### config.mk
export PLATFORM = sky130hd
export DESIGN_NAME = mskaes_gen_fsm
export DESIGN_NICKNAME = d
export VERILOG_FILES = /design/src/rtl/mskaes_gen_pkg.sv /design/src/rtl/mskaes_gen_sched_cnt.sv /design/src/rtl/mskaes_gen_fsm.sv
export SDC_FILE = /design/constraint.sdc
export NUM_CORES = 1
export LEC_CHECK = 0
export CORE_MARGIN = 1.5
export CORE_UTILIZATION = 42
export CTS_BUF_LIST = sky130_fd_sc_hd__clkbuf_8 sky130_fd_sc_hd__clkbuf_16
export DETAILED_ROUTE_END_ITERATION = 12
export GPL_ROUTABILITY_DRIVEN = 0
export GPL_TIMING_DRIVEN = 0
export PLACE_DENSITY_LB_ADDON = 0.3
export SLEW_MARGIN = 20
export SYNTH_ARGS = -nofsm -noshare
export SYNTH_HDL_FRONTEND = slang
export SYNTH_SLANG_ARGS = --single-unit
### constraint.sdc
create_clock -name clk -period 1.8 [get_ports clk]
set_clock_uncertainty 0.2 [all_clocks]
set_input_delay 0.45 -clock clk [delete_from_list [all_inputs] [get_ports clk]]
set_output_delay 0.45 -clock clk [all_outputs]
set_load 0.005 [all_outputs]
### src/rtl/mskaes_gen_pkg.sv
`default_nettype none
// ============================================================================
// Module      : mskaes_gen_pkg
// Description : Shared definitions for the masked-AES control generator:
//               controller state encoding, round counts for AES-128/256 and
//               the legal configuration ranges with a helper to check them.
// Revision    : 1.0 - initial release
// ============================================================================
package mskaes_gen_pkg;

    typedef enum logic [2:0] {
        ST_IDLE  = 3'd0,
        ST_INIT  = 3'd1,
        ST_KSB   = 3'd2,
        ST_SSB   = 3'd3,
        ST_DRAIN = 3'd4,
        ST_AKF   = 3'd5,
        ST_DONE  = 3'd6
    } state_t;

    localparam logic [3:0] c_nr_128     = 4'd10;
    localparam logic [3:0] c_nr_256     = 4'd14;
    localparam int         c_sb_lat_min = 1;
    localparam int         c_sb_lat_max = 8;

    // Lane counts must divide the 16 state bytes into whole columns.
    function automatic logic cfg_legal(input int nsb, input int sb_lat);
        logic nsb_ok;
        logic lat_ok;
        nsb_ok = (nsb == 4) || (nsb == 8) || (nsb == 16);
        lat_ok = (sb_lat >= c_sb_lat_min) && (sb_lat <= c_sb_lat_max);
        return nsb_ok && lat_ok;
    endfunction

endpackage
`default_nettype wire

### src/rtl/mskaes_gen_sched_cnt.sv
`default_nettype none
// ============================================================================
// Module      : mskaes_gen_sched_cnt
// Description : Round counter (4 bit) and shared column/drain counter (3 bit)
//               with terminal-count flags for the masked-AES controller.
// Ports       : clk, rst         - clock, async active-high reset
//               i_rnd_load       - set round counter to 1
//               i_rnd_inc        - advance round (saturates at i_nr)
//               i_cnt_clr/inc    - clear / advance phase counter
//               i_nr             - number of rounds of the current job
//               o_rnd_even       - current round number is even
//               o_rnd_last       - current round is the final round
//               o_col_tc/o_drn_tc- last column / last drain cycle
// Revision    : 1.0 - initial release
// ============================================================================
module mskaes_gen_sched_cnt #(
    parameter int COL_CYCLES = 4,
    parameter int DRN_CYCLES = 4
) (
    input  logic       clk,
    input  logic       rst,
    input  logic       i_rnd_load,
    input  logic       i_rnd_inc,
    input  logic       i_cnt_clr,
    input  logic       i_cnt_inc,
    input  logic [3:0] i_nr,
    output logic       o_rnd_even,
    output logic       o_rnd_last,
    output logic       o_col_tc,
    output logic       o_drn_tc
);

    localparam logic [2:0] c_col_last = 3'(COL_CYCLES - 1);
    localparam logic [2:0] c_drn_last = 3'(DRN_CYCLES - 1);

    logic [3:0] r_rnd;
    logic [2:0] r_cnt;

    // Both counters saturate so a stray enable can never wrap them.
    always_ff @(posedge clk or posedge rst) begin
        if (rst) begin
            r_rnd <= 4'd0;
            r_cnt <= 3'd0;
        end else begin
            if (i_rnd_load) begin
                r_rnd <= 4'd1;
            end else if (i_rnd_inc && (r_rnd != i_nr)) begin
                r_rnd <= r_rnd + 4'd1;
            end
            if (i_cnt_clr) begin
                r_cnt <= 3'd0;
            end else if (i_cnt_inc && (r_cnt != 3'd7)) begin
                r_cnt <= r_cnt + 3'd1;
            end
        end
    end

    assign o_rnd_even = ~r_rnd[0];
    assign o_rnd_last = (r_rnd == i_nr);
    assign o_col_tc   = (r_cnt == c_col_last);
    assign o_drn_tc   = (r_cnt == c_drn_last);

endmodule
`default_nettype wire

### src/rtl/mskaes_gen_fsm.sv
`default_nettype none
// ============================================================================
// Module      : mskaes_gen_fsm
// Description : Control generator for a masked AES core with NSB Sbox lanes
//               and an SB_LAT-cycle Sbox pipeline. Sequences INIT, Nr rounds
//               of key Sbox / state Sbox / drain, the final key addition and
//               the output handshake.
// Ports       : clk, rst (async, active-high)
//               valid_in/in_ready, cipher_valid/out_ready - job handshakes
//               key256, inverse - job mode, sampled on acceptance
//               busy and all datapath / Sbox / rcon / randomness strobes
// Revision    : 1.0 - initial release
// ============================================================================
module mskaes_gen_fsm
    import mskaes_gen_pkg::*;
#(
    parameter int NSB    = 4,
    parameter int SB_LAT = 4
) (
    input  logic clk,
    input  logic rst,
    input  logic valid_in,
    input  logic key256,
    input  logic inverse,
    input  logic out_ready,
    output logic in_ready,
    output logic busy,
    output logic cipher_valid,
    output logic global_init,
    output logic state_init,
    output logic KH_init,
    output logic state_enable,
    output logic KH_enable,
    output logic state_en_MC,
    output logic state_en_loop,
    output logic KH_loop,
    output logic KH_odd_round,
    output logic feed_sb_key,
    output logic sbox_valid_in,
    output logic inverse_sbox_in,
    output logic enable_key_add,
    output logic in_AKfinal,
    output logic rcon_rst,
    output logic rcon_update,
    output logic rnd_req
);

    localparam int c_cols = 16 / NSB;

    if (!cfg_legal(NSB, SB_LAT)) begin : g_cfg_check
        $error("mskaes_gen_fsm: illegal NSB/SB_LAT configuration");
    end

    state_t     r_state;
    logic       r_key256;
    logic       r_inverse;
    logic [3:0] w_nr;
    logic       w_rnd_even, w_rnd_last, w_col_tc, w_drn_tc;
    logic       w_rnd_load, w_rnd_inc, w_cnt_clr, w_cnt_inc;

    assign w_nr = r_key256 ? c_nr_256 : c_nr_128;

    // Counter control: the phase counter restarts at the end of each
    // multi-cycle phase, so every phase begins counting from zero.
    assign w_rnd_load = (r_state == ST_INIT);
    assign w_rnd_inc  = (r_state == ST_DRAIN) && w_drn_tc && !w_rnd_last;
    assign w_cnt_clr  = (r_state == ST_INIT)
                      || ((r_state == ST_SSB)   && w_col_tc)
                      || ((r_state == ST_DRAIN) && w_drn_tc)
                      || ((r_state == ST_AKF)   && w_col_tc);
    assign w_cnt_inc  = ((r_state == ST_SSB) || (r_state == ST_DRAIN)
                      || (r_state == ST_AKF)) && !w_cnt_clr;

    mskaes_gen_sched_cnt #(
        .COL_CYCLES (c_cols),
        .DRN_CYCLES (SB_LAT)
    ) u_sched_cnt (
        .clk        (clk),
        .rst        (rst),
        .i_rnd_load (w_rnd_load),
        .i_rnd_inc  (w_rnd_inc),
        .i_cnt_clr  (w_cnt_clr),
        .i_cnt_inc  (w_cnt_inc),
        .i_nr       (w_nr),
        .o_rnd_even (w_rnd_even),
        .o_rnd_last (w_rnd_last),
        .o_col_tc   (w_col_tc),
        .o_drn_tc   (w_drn_tc)
    );

    // Mode bits are only captured in IDLE, so activity on valid_in/key256/
    // inverse during a job cannot disturb it.
    always_ff @(posedge clk or posedge rst) begin
        if (rst) begin
            r_state   <= ST_IDLE;
            r_key256  <= 1'b0;
            r_inverse <= 1'b0;
        end else begin
            case (r_state)
                ST_IDLE: begin
                    if (valid_in) begin
                        r_key256  <= key256;
                        r_inverse <= inverse;
                        r_state   <= ST_INIT;
                    end
                end
                ST_INIT:  r_state <= ST_KSB;
                ST_KSB:   r_state <= ST_SSB;
                ST_SSB:   if (w_col_tc) r_state <= ST_DRAIN;
                ST_DRAIN: if (w_drn_tc) r_state <= w_rnd_last ? ST_AKF : ST_KSB;
                ST_AKF:   if (w_col_tc) r_state <= ST_DONE;
                ST_DONE:  if (out_ready) r_state <= ST_IDLE;
                default:  r_state <= ST_IDLE;
            endcase
        end
    end

    // Outputs depend only on registered state, latched mode and counter
    // flags; no input reaches an output combinationally.
    always_comb begin
        in_ready        = 1'b0;
        busy            = 1'b1;
        cipher_valid    = 1'b0;
        global_init     = 1'b0;
        state_init      = 1'b0;
        KH_init         = 1'b0;
        state_enable    = 1'b0;
        KH_enable       = 1'b0;
        state_en_MC     = 1'b0;
        state_en_loop   = 1'b0;
        KH_loop         = 1'b0;
        KH_odd_round    = 1'b0;
        feed_sb_key     = 1'b0;
        sbox_valid_in   = 1'b0;
        inverse_sbox_in = 1'b0;
        enable_key_add  = 1'b0;
        in_AKfinal      = 1'b0;
        rcon_rst        = 1'b0;
        rcon_update     = 1'b0;
        rnd_req         = 1'b0;
        case (r_state)
            ST_IDLE: begin
                in_ready = 1'b1;
                busy     = 1'b0;
            end
            ST_INIT: begin
                global_init = 1'b1;
                state_init  = 1'b1;
                KH_init     = 1'b1;
                rcon_rst    = 1'b1;
                rnd_req     = 1'b1;  // randomness must lead the first KSB
            end
            ST_KSB: begin
                feed_sb_key   = 1'b1;
                sbox_valid_in = 1'b1;
                KH_odd_round  = r_key256 & w_rnd_even;
                rnd_req       = 1'b1;
            end
            ST_SSB: begin
                sbox_valid_in   = 1'b1;
                state_enable    = 1'b1;
                enable_key_add  = 1'b1;
                inverse_sbox_in = r_inverse;
                state_en_MC     = !w_rnd_last;
                rnd_req         = 1'b1;
            end
            ST_DRAIN: begin
                KH_enable     = 1'b1;
                state_en_loop = 1'b1;
                rnd_req       = 1'b1;
                if (w_drn_tc) begin
                    KH_loop     = 1'b1;
                    // AES-256 odd key halves use SubWord without RotWord/rcon.
                    rcon_update = !(r_key256 & w_rnd_even);
                end
            end
            ST_AKF: begin
                in_AKfinal     = 1'b1;
                enable_key_add = 1'b1;
                state_enable   = 1'b1;
            end
            ST_DONE: begin
                cipher_valid = 1'b1;
            end
            default: begin
                busy = 1'b0;
            end
        endcase
    end

endmodule
`default_nettype wire

# Word-level counts from Yosys, hierarchy flattened
# Cells that the tools add are included.
[classes]
div = 0
n_reduce_logical = 24
mul = 0
n_shift = 0
muxes = 29
bitwise = 2
n_eq_ne = 15
magnitude_cmp = 0
addsub = 2
[ops]
columns = ["cell", "count"]
rows = [
  ["$mux W3", 9],
  ["$pmux W3 S7", 1],
  ["$mux W1", 17],
  ["$ne A2 B2 Y1 const B", 5],
  ["$eq A3 B2 Y1 const B", 3],
  ["$eq A3 B3 Y1 const B", 3],
  ["$mux W4", 2],
  ["$logic_and A1 B1 Y1", 7],
  ["$reduce_or A6 Y1", 1],
  ["$logic_or A1 B1 Y1", 5],
  ["$reduce_and A5 Y1", 1],
  ["$add A4 B1 Y4 const B", 1],
  ["$eq A4 B4 Y1", 1],
  ["$ne A4 B4 Y1", 1],
  ["$reduce_bool A2 Y1", 2],
  ["$reduce_or A2 Y1", 2],
  ["$reduce_or A4 Y1", 1],
  ["$add A3 B1 Y3 const B", 1],
  ["$eq A3 B1 Y1 const B", 1],
  ["$logic_not A1 Y1", 3],
  ["$logic_not A3 Y1", 1],
  ["$ne A3 B3 Y1 const B", 1],
  ["$reduce_and A2 Y1", 1],
  ["$and A1 B1 Y1", 1],
  ["$not A1 Y1", 1],
]
[word_totals]
input_bits = 6
ramBits = 0
latch_bits = 0
word_cells = 77
memories = 0
reg_bits = 12
out_inout_bits = 20
mem_bits_ro = 0

# Logic depth before layout (Yosys ltp)
# Gate-level depths: netlist of the first run.
[logic_depth]
word_depth = 10
ltp_mapped = 6

# Modules after synthesis
# A second synthesis of the first run with hierarchy kept.
[hier_totals]
hier_cells = 103
area_unflattened_um2 = 942.2
[by_module_without_submodules]
columns = ["module", "area_per_inst_um2", "instances", "cells_each"]
rows = [
  ["mskaes_gen_fsm", 508.0, 1, 63],
  ["mskaes_gen_sched_cnt", 434.2, 1, 40],
]

# Worst setup path before layout of the first run
# OpenSTA, ideal clock, no wires.
[synth_timing]
path_kind = "reg-to-reg"
from = "reg u_sched_cnt.r_cnt[0]"
to = "reg u_sched_cnt.r_rnd[3]"
setup_ps = 76
path_stages_with_launch = 6
required_time_ps = 1524
path_slack_ps = 12
period_less_slack_ps = 1788
path_buffers = 0
arrival_time_ps = 1511
path_cell_list = "dfrtp_1 ha_1 ha_1 nand4bb_1 or4_1 o21ai_1"
[synth_via]
elab_chain_cells = 5
[synth_rtl]
columns = ["item", "line", "source"]
rows = [
  ["start, declared", "mskaes_gen_sched_cnt.sv:37", "logic [2:0] r_cnt;"],
  ["start signal, assigned", "mskaes_gen_sched_cnt.sv:53", "r_cnt <= r_cnt + 3'd1;"],
  ["$eq A3 B2 Y1", "mskaes_gen_sched_cnt.sv:61", "assign o_drn_tc = (r_cnt == c_drn_last);"],
  ["$logic_and A1 B1 Y1 (2 in a row)", "mskaes_gen_fsm.sv:66", "assign w_rnd_inc = (r_state == ST_DRAIN) && w_drn_tc && !w_rnd_last;"],
  ["$logic_and A1 B1 Y1", "mskaes_gen_sched_cnt.sv:47", "end else if (i_rnd_inc && (r_rnd != i_nr)) begin"],
  ["$reduce_bool A2 Y1 (no line)", "-", ""],
  ["end signal, assigned", "mskaes_gen_sched_cnt.sv:48", "r_rnd <= r_rnd + 4'd1;"],
  ["end, declared", "mskaes_gen_sched_cnt.sv:36", "logic [3:0] r_rnd;"],
]
# Every way passes these cells.
# A chain may end at the register's enable or synchronous reset.

# Final worst setup path of the first run
[layout_timing]
from = "reg u_sched_cnt.r_cnt[2]"
to = "out rcon_update"
[layout_via]
elab_chain_cells = 3
[layout_rtl]
columns = ["item", "line", "source"]
rows = [
  ["$eq A3 B2 Y1", "mskaes_gen_sched_cnt.sv:61", ""],
  ["$mux W1", "mskaes_gen_fsm.sv:171", "if (w_drn_tc) begin"],
  ["$mux W1", "mskaes_gen_fsm.sv:141", "case (r_state)"],
  ["end, declared", "mskaes_gen_fsm.sv:44", "output logic rcon_update,"],
]
# Every way passes these cells.

==> results of run 1 <==
[cell usage in the layout, fill, tap and decap left out, types with 2 or more instances in the layout]
cell              n
buf_6            31
buf_4            23
buf_2            10
dfrtp_1          10
nor2_1            5
inv_2             5
clkbuf_8          5
clkdlybuf4s50_1   5
o211ai_1          4
nand2_1           4
o21ai_1           4
nor2b_1           4
ha_4              4
a21oi_2           3
inv_1             3
mux2i_1           3
nor3_4            3
nand2b_4          2
and2_4            2
nand2_2           2
o21ai_2           2
nand3_1           2
mux2_4            2
nor2_4            2
and3_4            2
nand3b_1          2
a31oi_1           2
dfrtp_2           2
buf_12            2
[power breakdown]
part / total, mW / switching (mW) / internal (mW)
combinational: 2.65 / 1.20 / 1.46
clock: 0.318 / 0.124 / 0.194
sequential: 0.491 / 0.130 / 0.361
[logic make-up (layout without fill, tap and decap cells)]
family,Yosys count,count (layout),share of synthesized area (%)
AOI/OAI and AO/OA,25,25,17.8
xor gates and xnor gates,2,2,1.87
adders and majority gates,5,5,6.68
buffers and inverters,20,88,10.5
DFF,12,12,32.0
muxes,5,5,5.61
and+or+nand+nor,41,41,25.5
[what timing repair did]
| action | CTS | global route |
|---|---|---|
| setup buffers | 30 | 15 |
| pin swaps | 18 | 11 |
| cloned | 1 | 0 |
| resized for setup | 136 | 37 |
| setup endpoints to repair | 25 | 29 |
| endpoints found under the hold margin | 0 | 0 |
[how the worst min path moves through the flow]
stage,startpoint,to
final,r_inverse,r_inverse
after global placement,r_inverse,r_inverse
after CTS,r_inverse,r_inverse
after global routing,r_inverse,r_inverse
after floorplan,rst,r_inverse
after detailed placement,r_inverse,r_inverse
[critical path, cell delays in order, from the launching register on]
cell	delay, ps
dfrtp_1	470
inv_2	140
ha_4	160
nand4bb_4	150
a21oi_2	190
buf_2	140
[flip-flops by register name, summed over array words and instances (netlist names)]
signal,flops
r_inverse,1
r_key256,1
r_state,3
u_sched_cnt.r_cnt,3
u_sched_cnt.r_rnd,4
[area by class of cell]
| cell class | instances | area share [%] |
|---|---|---|
| Buffer | 9 | 5.35 |
| Clock buffer | 4 | 2.91 |
| Inverter | 10 | 2.51 |
| Multi-Input combinational cell | 78 | 39.9 |
| Sequential cell | 12 | 16.0 |
| Tap cell | 27 | 1.78 |
| Timing Repair Buffer | 65 | 31.6 |
[through the flow]
step                      setup TNS [ps]  hold slack, ps  power, mW  cell area, um2  setup slack, ps
after floorplan                        0             115       1.16             937             12.3
after global placement             -8770             276       1.64            1220             -664
after detailed placement           -9170             276       1.66            1220             -699
after CTS                          -3190             302       2.68            1680             -254
after global routing               -5650             339       3.54            1890             -354
final                              -4990             324       3.46            1890             -346
[layer usage]
metal  track usage (%)  routed length [um]  vias to the layer above
li1                  -                   -                      514
met1              35.4                1790                      635
met2              61.8                2540                      142
met3              8.93                 584                       63
met4              20.4                 508                        0
met5                 0                   0                        -
==> run metrics, run 1 <==
Seq/Total Area, Yosys 32.0%; arrival time at the worst endpoint 1500 ps; pins over their slew limit 0; Worst slew margin 65.3%; drt pass-1 iters 4; Post-synth top flop dfrtp_1; #FFs+latches synth 12; maximum VDD drop 0.00134 V; clk sinks 12; sequential standard cell area 303 um2; Area growth syn-to-layout 102%; clk root buf clkbuf_8; Final Hold Viols 0; layout cells sized above 1 64.0%; cells after synthesis 110; max capacitance violation total 0; failing checks negative setup slack; remaining antenna violation count 0; cell area after synthesis 937 um2; io pins 26; Detailed Place HPWL 1590 um; placed cells 162; Reg2Reg Depth 6; Buffers on Ports 25; routed vias 1354; PwrDens 1830 nW/um2; core area 2020 um2; post-synthesis async set-or-reset flop share 100%; Synth area leader dfrtp_1; crit start category register; initial antenna violation count 0; Worst R2R Start u_sched_cnt.r_cnt[2]; Worst Path Max Fanout 3; worst-case clock buffer depth 2; max frequency 466 MHz; RSZ-0062 raised after global routing yes; count leader, synth dfrtp_1; starting density of the core 46.3%; DIE AREA 2520 um2; top post-synthesis cells by count dfrtp_1, nor2_1, nand2_1, o21ai_1; crit path capture rcon_update; worst setup margin -346 ps; Crit Path Category reg -> out; number of distinct library cells after synthesis 41; hold buffers post-CTS 0; GR Overflow Total 0; Non-Filler Instances 205; drt drc 0; crit path from u_sched_cnt.r_cnt[2]; Clock Pin Slew Worst Setup and Hold Paths 60 ps; fin crit share 119%; Total Wirelength 5420 um; r2r setup slk -120 ps; n_diodes 0; worst skew pair latency 250 ps; die height 50.2 um; final setup fails 25; run status finished with violations; CP required 1150 ps; Num CTS Buffers 3; fin util 93.6%; LEAKAGE 0.909 nW; Post-synth EDFFs 0; worst-margin pin slew 520 ps; initial DRC count 97; Hold WC Path Type reg -> reg; final net count 190; fillers 62; die width 50.2 um; Row Count 16; first-pass GRT wire length 6270 um; largest net degree at the start of global routing 13; TritonCTS clock tree built; routed length per placed instance 26.4 um; CP Capture Type primary output; Final Critical Period 2150 ps; syn_nets 121; Area contributors post-synth dfrtp_1, ha_1, buf_4; CTS H-tree depth 1; Mapped Avg Cell Area 8.52 um2; RR Endpoint u_sched_cnt.r_rnd[3]; Worst Hold Depth 1; GRT Total Usage 34.4%; area of the multi-input gates 754 um2; vias in the first global route 1232; post-synth top area share 32.0%; synth warn 0; Vias/cell 6.60
Note: power is estimated with default switching activity, not from simulation.
==> run 2: changes to the inputs <==
==> constraint.sdc (replaced) <==
create_clock -name clk -period 1.8 [get_ports clk]
set_clock_uncertainty 0.2 [all_clocks]
set_input_delay 0.27 -clock clk [delete_from_list [all_inputs] [get_ports clk]]
set_output_delay 0.27 -clock clk [all_outputs]
set_load 0.005 [all_outputs]
==> run metrics, run 2 (synthesis gave the netlist of run 1 again) <==
run status finished with violations (unchanged); failing checks negative setup slack (unchanged); met1 Usage GRT 40.9% (was 35.4%); die height 50.2 um (unchanged); die width 50.2 um (unchanged); area of the multi-input gates 706 um2 (was 754 um2); CP required 1330 ps (was 1150 ps); commonest non-fill, non-tap cells in the layout buf_4, buf_6, dfrtp_1 (was buf_6, buf_4, buf_2, dfrtp_1); arrival time at the worst endpoint 1520 ps (was 1500 ps); Final Critical Period 1990 ps (was 2150 ps); Clock Pin Slew Worst Setup and Hold Paths 60 ps (about the same); max frequency 502 MHz (was 466 MHz); crit path cell chain xor2_2 > nor2_4 > nor2_1 > buf_2 (was inv_2 > ha_4 > nand4bb_4 > a21oi_2 > buf_2); LEAKAGE 0.822 nW (was 0.909 nW); Bufs and invs on worst path 1 (was 2); M3 GR Usage 6.85% (was 8.93%); TritonCTS clock tree built (unchanged); hold buffers post-CTS 0 (unchanged); routed vias 1208 (was 1354); Worst Path Max Fanout 5 (was 3); internal power 1.75 mW (was 2.01 mW); worst-margin pin slew 493 ps (was 520 ps); Worst Hold Margin 153 ps (was 324 ps); drt pass-1 iters 4 (unchanged); n_diodes 0 (unchanged); first-pass GRT wire length 5980 um (was 6270 um); PwrDens 1750 nW/um2 (was 1830 nW/um2); Switch Pwr 1.23 mW (was 1.45 mW); GR Overflow Total 0 (unchanged); RR Endpoint u_sched_cnt.r_rnd[3] (unchanged); starting density of the core 46.3% (unchanged); Biggest register u_sched_cnt.r_rnd (unchanged); routing usage on met2 55.0% (was 61.8%); maximum VDD drop 0.00131 V (was 0.00134 V); initial DRC count 87 (was 97); drt drc 0 (unchanged); sequential standard cell area 302 um2 (was 303 um2); max capacitance violation total 0 (unchanged); worst setup margin -192 ps (was -346 ps); pre-CTS WS -519 ps (was -699 ps); fin util 84.2% (was 93.6%); Detailed Place HPWL 1590 um (unchanged); Vias/cell 6.19 (was 6.60); max reg flops 4 (unchanged); RSZ-0062 raised after global routing yes (unchanged); max incr delay on CP 520 ps (was 470 ps); worst skew pair latency 250 ps (about the same); io pins 26 (unchanged); commonest non-fill, non-tap cell in the layout buf_4 (was buf_6); clk sinks 12 (unchanged); routed length per placed instance 21.2 um (was 26.4 um); DIE AREA 2520 um2 (unchanged); largest net degree at the start of global routing 13 (unchanged); Buffers on Ports 25 (unchanged); layer with the highest usage met2 (unchanged); vias in the first global route 1113 (was 1232); initial antenna violation count 0 (unchanged); clk root buf clkbuf_8 (unchanged); final setup fails 17 (was 25); Reg2Reg Depth 6 (unchanged); worst-case clock buffer depth 2 (unchanged); layout cells sized above 1 57.7% (was 64.0%); Sw Ratio 41.4% (was 41.9%); Worst R2R Start u_sched_cnt.r_cnt[1] (was u_sched_cnt.r_cnt[2]); pins over their slew limit 0 (unchanged); r2r setup slk -60 ps (was -120 ps); CP Capture Type primary output (unchanged); Crit Path Category reg -> out (unchanged); Logic pwr share 73.5% (was 76.6%); fillers 88 (was 62); core area 2020 um2 (unchanged); Total Wirelength 4140 um (was 5420 um); CP delay by family, top flip-flops (unchanged); Regs by FF count u_sched_cnt.r_rnd: 4 flops, r_state: 3 flops, u_sched_cnt.r_cnt: 3 flops (unchanged); crit start category register (unchanged); fin crit share 111% (was 119%); Final Hold Viols 0 (unchanged); Area growth syn-to-layout 81.7% (was 102%); final net count 180 (was 190); Worst slew margin 67.1% (was 65.3%); Hold WC Path Type in -> async (was reg -> reg); Num CTS Buffers 3 (unchanged); Clock Power Share 10.6% (was 9.2%); Row Count 16 (unchanged); GRT Total Usage 33.0% (was 34.4%); CTS H-tree depth 1 (unchanged); sequential fraction of design power 15.8% (was 14.2%); remaining antenna violation count 0 (unchanged); CP max stage cell dfrtp_1 (unchanged)
## run 2: cell count changes in the layout (fill, tap and decap cells not counted), moves of 2 or more
cell,delta
clkbuf_2,+3
and2_1,+2
ha_2,+2
buf_6,-12
and2_4,-2
ha_4,-2
buf_4,+2
## run 2: stage by stage
step	std cells	power [mW]	setup TNS, ps	area, um2
CTS	193	2.59	-302	1620
finish	195	2.98	-1060	1700
floorplan	110	1.16	0	937
detailed placement	162	1.66	-5570	1220
global route	195	3.09	-1600	1700
global placement	162	1.64	-5170	1220
## run 2: final cells by class
cell class / count / share of cell area [%]
plain buffers: 10 / 6.98
clock buffers: 4 / 3.23
inverters: 10 / 2.35
multi-input cells: 78 / 41.4
flip-flops and latches: 12 / 17.7
well taps: 27 / 1.98
repair buffers: 54 / 26.3
## run 2: metal layers
metal  routed length [um]  vias up
li1                     -      495
met1                 1470      565
met2                 2020      118
met3                  392       30
met4                  257        0
met5                    0        -
## run 2: what timing repair did
action,in CTS,in global routing
endpoints found under the setup margin,25,25
setup buffers,28,2
gates resized for setup,118,27
pin swaps,11,5
## run 2: how the worst max path moves through the flow
| stage | depth (start not counted) | start | slack, ps | end |
|---|---|---|---|---|
| global placement | 5 | u_sched_cnt.r_cnt[0] | -480 | rcon_update |
| CTS | 5 | r_state[2] | -80 | global_init |
| global route | 4 | r_key256 | -170 | state_en_MC |
| floorplan | 5 | u_sched_cnt.r_cnt[0] | 10 | u_sched_cnt.r_rnd[3] |
| detailed placement | 5 | u_sched_cnt.r_cnt[0] | -520 | rcon_update |
| finish | 4 | r_key256 | -190 | state_en_MC |
## run 2: power groups by stage
stage	Combinational (mW)	Clock [mW]	Sequential, mW
3_3_place_gp	1.21	0	0.436
4_1_cts	1.84	0.306	0.440
2_1_floorplan	0.746	0	0.419
6_report	2.19	0.317	0.472
5_1_grt	2.28	0.327	0.476
3_5_place_dp	1.22	0	0.440
==> run 3: changes to the inputs <==
Settings changed: SLEW_MARGIN 20 to 5.
==> results of run 3 <==
The final DEF is identical to that of run 2; final timing and power are the same.
